`config.mk`:
```
export PLATFORM = sky130hd
export DESIGN_NAME = spi_burst_ctrl_flat
export DESIGN_NICKNAME = d
export VERILOG_FILES = /design/src/rtl/spi_burst_ctrl_if.sv /design/src/rtl/spi_burst_ctrl.sv /design/src/flat_wrapper.sv
export SDC_FILE = /design/constraint.sdc
export NUM_CORES = 1
export LEC_CHECK = 0
export CAP_MARGIN = 25
export CORE_MARGIN = 2
export CORE_UTILIZATION = 50
export CTS_BUF_LIST = sky130_fd_sc_hd__clkbuf_8 sky130_fd_sc_hd__clkbuf_16
export DETAILED_ROUTE_END_ITERATION = 6
export HOLD_SLACK_MARGIN = 0.05
export MAX_ROUTING_LAYER = met4
export PLACE_DENSITY = 0.74
export SYNTH_ARGS = -nofsm -noshare
export SYNTH_HDL_FRONTEND = slang
export SYNTH_SLANG_ARGS = --single-unit
```
`constraint.sdc`:
```
create_clock -name clk -period 3 [get_ports clk]
set_input_delay 0.45 -clock clk [delete_from_list [all_inputs] [get_ports clk]]
set_output_delay 0.45 -clock clk [all_outputs]
set_load 0.01 [all_outputs]
```
`src/rtl/spi_burst_ctrl_if.sv`:
```
// Byte-level link between the SPI shifter and the burst sequencer.
// master: SPI shifter side (drives received bytes). slave: sequencer side.
interface spi_burst_ctrl_if #(
   parameter int unsigned BYTE_W = 8,
   parameter int unsigned ADDR_W = 8
) ();

   logic              byte_done;
   logic [BYTE_W-1:0] rx_byte;
   logic              abort;
   logic              latch_cmd;
   logic              rd_strobe;
   logic              wr_strobe;
   logic [ADDR_W-1:0] addr;
   logic [BYTE_W-1:0] wr_data;
   logic              busy;
   logic              err;

   modport master (
      output byte_done, rx_byte, abort,
      input  latch_cmd, rd_strobe, wr_strobe, addr, wr_data, busy, err
   );

   modport slave (
      input  byte_done, rx_byte, abort,
      output latch_cmd, rd_strobe, wr_strobe, addr, wr_data, busy, err
   );

endinterface

```
`src/rtl/spi_burst_ctrl.sv`:
```
// Command sequencer behind the SPI byte shifter: decodes a command byte and an
// address byte, then runs a read or write burst of len+1 bytes with an
// auto-incrementing address. Handles abort (chip-select release) and timeout.
module spi_burst_ctrl #(
   parameter int unsigned BYTE_W  = 8,
   parameter int unsigned CMD_W   = 4,
   parameter int unsigned ADDR_W  = 8,
   parameter logic [CMD_W-1:0] OP_RD = CMD_W'(4'h1),
   parameter logic [CMD_W-1:0] OP_WR = CMD_W'(4'h2),
   parameter int unsigned TIMEOUT = 1024
) (
   input  logic           clk,
   input  logic           rst,
   spi_burst_ctrl_if.slave bus
);

   localparam int unsigned LEN_W = BYTE_W - CMD_W;
   localparam int unsigned TMO_W = (TIMEOUT > 2) ? $clog2(TIMEOUT) : 1;
   localparam logic [TMO_W-1:0] TMO_LAST = TMO_W'(TIMEOUT - 1);

   typedef enum logic [2:0] {
      S_IDLE,
      S_LATCH,
      S_ADDR,
      S_READ,
      S_WRITE_WAIT,
      S_WRITE
   } state_t;

   state_t            state;
   logic [CMD_W-1:0]  op_q;
   logic [LEN_W-1:0]  cnt_q;
   logic [ADDR_W-1:0] addr_q;
   logic [BYTE_W-1:0] wr_data_q;
   logic [TMO_W-1:0]  tmo_q;
   logic              latch_q;
   logic              rd_q;
   logic              wr_q;
   logic              busy_q;
   logic              err_q;

   // State, burst counters and registered outputs; each output is set on the
   // transition into the state it belongs to, so it is valid in that state's first cycle.
   always_ff @(posedge clk) begin
      if (rst) begin
         state     <= S_IDLE;
         op_q      <= '0;
         cnt_q     <= '0;
         addr_q    <= '0;
         wr_data_q <= '0;
         tmo_q     <= '0;
         latch_q   <= 1'b0;
         rd_q      <= 1'b0;
         wr_q      <= 1'b0;
         busy_q    <= 1'b0;
         err_q     <= 1'b0;
      end else begin
         latch_q <= 1'b0;
         rd_q    <= 1'b0;
         wr_q    <= 1'b0;
         err_q   <= 1'b0;

         if (bus.abort) begin
            // chip-select release beats everything, including a same-cycle byte_done
            state  <= S_IDLE;
            busy_q <= 1'b0;
            tmo_q  <= '0;
         end else begin
            case (state)
               S_IDLE: begin
                  tmo_q <= '0;
                  if (bus.byte_done) begin
                     op_q    <= bus.rx_byte[BYTE_W-1 -: CMD_W];
                     cnt_q   <= bus.rx_byte[LEN_W-1:0];
                     state   <= S_LATCH;
                     latch_q <= 1'b1;
                     busy_q  <= 1'b1;
                  end
               end

               S_LATCH: begin
                  tmo_q <= '0;
                  if (op_q == OP_RD || op_q == OP_WR) begin
                     state <= S_ADDR;
                  end else begin
                     state  <= S_IDLE;
                     busy_q <= 1'b0;
                     err_q  <= 1'b1;
                  end
               end

               S_ADDR: begin
                  if (bus.byte_done) begin
                     tmo_q  <= '0;
                     addr_q <= bus.rx_byte[ADDR_W-1:0];
                     if (op_q == OP_RD) begin
                        state <= S_READ;
                        rd_q  <= 1'b1;
                     end else begin
                        state <= S_WRITE_WAIT;
                     end
                  end else if (tmo_q == TMO_LAST) begin
                     state  <= S_IDLE;
                     busy_q <= 1'b0;
                     err_q  <= 1'b1;
                     tmo_q  <= '0;
                  end else begin
                     tmo_q <= tmo_q + TMO_W'(1);
                  end
               end

               S_READ: begin
                  if (bus.byte_done) begin
                     tmo_q <= '0;
                     if (cnt_q == '0) begin
                        state  <= S_IDLE;
                        busy_q <= 1'b0;
                     end else begin
                        addr_q <= addr_q + ADDR_W'(1);
                        cnt_q  <= cnt_q - LEN_W'(1);
                        rd_q   <= 1'b1;
                     end
                  end else if (tmo_q == TMO_LAST) begin
                     state  <= S_IDLE;
                     busy_q <= 1'b0;
                     err_q  <= 1'b1;
                     tmo_q  <= '0;
                  end else begin
                     tmo_q <= tmo_q + TMO_W'(1);
                  end
               end

               S_WRITE_WAIT: begin
                  if (bus.byte_done) begin
                     tmo_q     <= '0;
                     wr_data_q <= bus.rx_byte;
                     state     <= S_WRITE;
                     wr_q      <= 1'b1;
                  end else if (tmo_q == TMO_LAST) begin
                     state  <= S_IDLE;
                     busy_q <= 1'b0;
                     err_q  <= 1'b1;
                     tmo_q  <= '0;
                  end else begin
                     tmo_q <= tmo_q + TMO_W'(1);
                  end
               end

               S_WRITE: begin
                  // byte_done cannot legally arrive here; the shifter needs >2 cycles per byte
                  tmo_q <= '0;
                  if (cnt_q == '0) begin
                     state  <= S_IDLE;
                     busy_q <= 1'b0;
                  end else begin
                     addr_q <= addr_q + ADDR_W'(1);
                     cnt_q  <= cnt_q - LEN_W'(1);
                     state  <= S_WRITE_WAIT;
                  end
               end

               default: begin
                  state  <= S_IDLE;
                  busy_q <= 1'b0;
                  tmo_q  <= '0;
               end
            endcase
         end
      end
   end

   // Drive the registered outputs onto the link.
   assign bus.latch_cmd = latch_q;
   assign bus.rd_strobe = rd_q;
   assign bus.wr_strobe = wr_q;
   assign bus.addr      = addr_q;
   assign bus.wr_data   = wr_data_q;
   assign bus.busy      = busy_q;
   assign bus.err       = err_q;

endmodule

```
`src/flat_wrapper.sv`:
```
// flat-port wrapper written by rule: the top's interface ports become plain ports
module spi_burst_ctrl_flat 
#(
   parameter int unsigned BYTE_W  = 8,
   parameter int unsigned CMD_W   = 4,
   parameter int unsigned ADDR_W  = 8,
   parameter logic [CMD_W-1:0] OP_RD = CMD_W'(4'h1),
   parameter logic [CMD_W-1:0] OP_WR = CMD_W'(4'h2),
   parameter int unsigned TIMEOUT = 1024
)
  (clk, rst, bus_byte_done, bus_rx_byte, bus_abort, bus_latch_cmd, bus_rd_strobe, bus_wr_strobe, bus_addr, bus_wr_data, bus_busy, bus_err);
  spi_burst_ctrl_if #(.BYTE_W(BYTE_W), .ADDR_W(ADDR_W)) bus_i ();
  input  logic clk;
  input  logic rst;
  input wire logic [$bits(bus_i.byte_done)-1:0] bus_byte_done;
  input wire logic [$bits(bus_i.rx_byte)-1:0] bus_rx_byte;
  input wire logic [$bits(bus_i.abort)-1:0] bus_abort;
  output wire logic [$bits(bus_i.latch_cmd)-1:0] bus_latch_cmd;
  output wire logic [$bits(bus_i.rd_strobe)-1:0] bus_rd_strobe;
  output wire logic [$bits(bus_i.wr_strobe)-1:0] bus_wr_strobe;
  output wire logic [$bits(bus_i.addr)-1:0] bus_addr;
  output wire logic [$bits(bus_i.wr_data)-1:0] bus_wr_data;
  output wire logic [$bits(bus_i.busy)-1:0] bus_busy;
  output wire logic [$bits(bus_i.err)-1:0] bus_err;
  assign bus_i.byte_done = bus_byte_done;
  assign bus_i.rx_byte = bus_rx_byte;
  assign bus_i.abort = bus_abort;
  assign bus_latch_cmd = bus_i.latch_cmd;
  assign bus_rd_strobe = bus_i.rd_strobe;
  assign bus_wr_strobe = bus_i.wr_strobe;
  assign bus_addr = bus_i.addr;
  assign bus_wr_data = bus_i.wr_data;
  assign bus_busy = bus_i.busy;
  assign bus_err = bus_i.err;
  spi_burst_ctrl #(.BYTE_W(BYTE_W), .CMD_W(CMD_W), .ADDR_W(ADDR_W), .OP_RD(OP_RD), .OP_WR(OP_WR), .TIMEOUT(TIMEOUT)) u_core (.clk(clk), .rst(rst), .bus(bus_i));
endmodule
```
==> results by group <==
CTS
  – CTS root buf: clkbuf_8
  – Gates resized, CTS repair: 0
  – CTS Buffer Depth: 2
  – Postcts setup bufs: 0
  – Clock Pin Slew Worst Setup and Hold Paths: 80 ps
  – Hold-fix buffer count after cts: 0
  – Clock latency at the later pin of the worst-skew pair: 290 ps
  – Total CTS buffers: 5
  – CTS H-tree depth: 2
  – CTS tree: built
  – Clk sinks: 42

Floorplan
  – Total die area: just over 5000 µm²
  – Die W: 70.9 µm
  – Initial core utilization: 51.7%
  – DIE HEIGHT: 70.9 µm
  – Core area: 4320 µm²
  – Top Ports: 33
  – Row count: 24

Cells and area
  – Ant diodes: 0
  – Non-filler cells, final: between 300 and 400
  – Area Growth Syn to Fin: 20.4%
  – Fraction of layout cells with a size suffix above 1: 8.83%
  – Most frequent cells in the layout: dfxtp_1, clkdlybuf4s50_1, nor2_1
  – Final #Nets: 297
  – Leading cell type in the layout, fill and taps excluded: dfxtp_1

Min path
  – Min-delay src: u_core.tmo_q[0]$_SDFF_PP0_
  – Hold Path Cell Cnt: 1
  – Hold Crit Class: flop to flop
  – Hold Crit Endpoint: u_core.tmo_q[0]$_SDFF_PP0_

Yosys
  – Post-synthesis sequential area ratio: 37.6%
  – Fraction of registers with async set/reset: 0%
  – Synth Net Count: 268
  – Ys flop type: dfxtp_1
  – Post-Syn Area: 2240 µm²
  – Number of synthesized flops with an enable pin: 0
  – Post-Synthesis Cells: 253
  – Synth cell types: 63
  – #FFs+latches synth: 42
  – Ys Warns: 0
  – Syn Area/Cell: 8.84 µm²

Setup path
  – Crit Path Max Fanout: 20
  – RR Endpoint: u_core.bus.wr_data[3]$_SDFFE_PP0P_
  – Critical Path End Type: flop
  – CP Launch Type: flop
  – R2R Path Start: u_core.state[0]$_SDFFE_PP0P_
  – Setup CP Type: flop to flop
  – Crit path DAT: 2310 ps
  – Reg2reg setup slack: 870 ps
  – Reg2Reg Depth: 4
  – CP required: 3180 ps

Global routing
  – Initial antenna violation count: 0
  – GRT Residual Overflow: 0
  – Largest net degree at the start of global routing: 32
  – Global-route wire length before repair: 8850 µm
  – Number of global-route vias before repair: 1794
  – Total GRT Usage: 22.6%

Drt
  – Vias per Instance: a little under 6
  – Vias: 1999
  – DRT iter0 DRCs: between 150 and 200
  – DRT antenna net count: 0
  – Final wirelength: 5320 µm
  – Drc violations: 0
  – TritonRoute pass-1 iters: 4
  – WL per Instance: 15.9 µm

STA
  – Fin crit period: between 2000 and 2500 ps
  – Max_slew headroom: roughly 46%
  – Setup_tns: 0 ps
  – RSZ-0062 raised after global routing: no
  – Setup-failing EPs final: 0
  – WHS: approximately 460 ps
  – Worst-Margin Slew: 803 ps
  – Max Slew Vio Count: 0
  – Endpoints failing hold: 0
  – Crit share post-route: 71.1%
  – Setup Skew: between 4 and 5 ps
  – FMAX: 469 MHz

Place
  – Detailed Place HPWL: 3730 µm
  – Dpl cells: ~330
  – Gpl congestion: 0.952
  – PortBufs: 32

Power and ir drop
  – Leakage power: 0.990 nW
  – Power density over the cells: 413 nW/µm²
  – VDD IR max: between 0.0002 and 0.0003 V

Outcome
  – Outcome: finished clean

Run
  – Max-cap violations: 0
-- worst max-delay path, stage by stage (launching register included) --
cell,delay [ps]
dfxtp_1,850
inv_2,280
nand3_1,530
mux2i_1,290
nor2_1,60
-- where the power goes --
group | leakage, nW | internal (mW) | total (mW) | switching, mW
clock | 0.0579 | 0.245 | 0.443 | 0.198
combinational | 0.593 | 0.0446 | 0.0958 | 0.0512
sequential | 0.340 | 0.565 | 0.574 | 0.00974
-- logic make-up (layout without fill, tap and decap cells) --
group,after synthesis,count (layout),share of synthesized area (%)
compound gates,64,64,20.9
buf+inv,23,53,4.59
flops,42,42,37.6
mux,13,13,5.82
xor+xnor,11,11,5.48
fa+ha+maj,3,3,1.68
simple gates,97,97,23.9
-- through the flow --
step	power (mW)	cell area, µm²	utilization (%)	setup WS [ps]
global placement	0.681	2580	59.8	848
finish	1.11	2690	62.3	866
floorplan	0.642	2240	-	1290
CTS	1.12	2690	62.3	859
global route	1.15	2690	62.3	707
detailed placement	0.682	2580	59.8	761
-- cell usage after synthesis, types with 3 or more instances --
cell,instances,area (µm²)
and2_1,3,18.8
a21oi_1,7,35.0
nand2b_1,6,37.5
inv_1,8,30.0
clkbuf_1,8,30.0
a31oi_1,8,50.1
o22ai_1,3,18.8
nand2_1,10,37.5
nand3_1,11,55.1
buf_2,4,20.0
mux2i_1,13,130
o21ai_0,9,45.0
xor2_1,7,61.3
and3_1,4,25.0
a211oi_1,3,22.5
ha_1,3,37.5
o31ai_1,4,30.0
nand4_1,3,18.8
nor3_1,4,20.0
o211ai_1,5,37.5
nor4_1,3,18.8
and4_1,3,26.3
dfxtp_1,42,841
nand4b_1,3,26.3
nor3b_1,3,22.5
nor2_1,31,116
-- cell type report --
class,instances,area [µm²]
Clock buffer,5,68.8
Clock inverter,3,40.0
Fill cell,401,1630
Inverter,9,33.8
Multi-Input combinational cell,188,1290
Sequential cell,42,841
Tap cell,52,65.1
Timing Repair Buffer,36,350
-- state kept, by name, indices dropped and copies added (netlist names) --
register	count
u_core.bus.wr_data	8
u_core.bus.wr_strobe	1
u_core.op_q	4
u_core.bus.busy	1
u_core.state	3
u_core.cnt_q	4
u_core.bus.addr	8
u_core.bus.rd_strobe	1
u_core.tmo_q	10
u_core.bus.latch_cmd	1
u_core.bus.err	1
-- how the worst max path moves through the flow --
| stage | start | endpoint | slack [ps] | depth (start not counted) |
|---|---|---|---|---|
| after floorplan | bus_byte_done | u_core.cnt_q[0]$_SDFFE_PP0P_ | 1290 | 6 |
| after global placement | bus_byte_done | u_core.cnt_q[0]$_SDFFE_PP0P_ | 850 | 5 |
| after detailed placement | bus_byte_done | u_core.cnt_q[0]$_SDFFE_PP0P_ | 760 | 5 |
| after CTS | u_core.state[0]$_SDFFE_PP0P_ | u_core.bus.wr_data[3]$_SDFFE_PP0P_ | 860 | 4 |
| after global routing | u_core.state[0]$_SDFFE_PP0P_ | u_core.bus.wr_data[4]$_SDFFE_PP0P_ | 710 | 4 |
| final | u_core.state[0]$_SDFFE_PP0P_ | u_core.bus.wr_data[3]$_SDFFE_PP0P_ | 870 | 4 |
-- routing by layer --
layer,GRT usage (%),vias up,share of wire (%)
li1,-,994,-
met1,33.5,928,48
met2,31.4,72,44
met3,4.42,5,7.2
met4,6.50,0,0.90
met5,-,-,0
(Power assumes the default switching activity.)
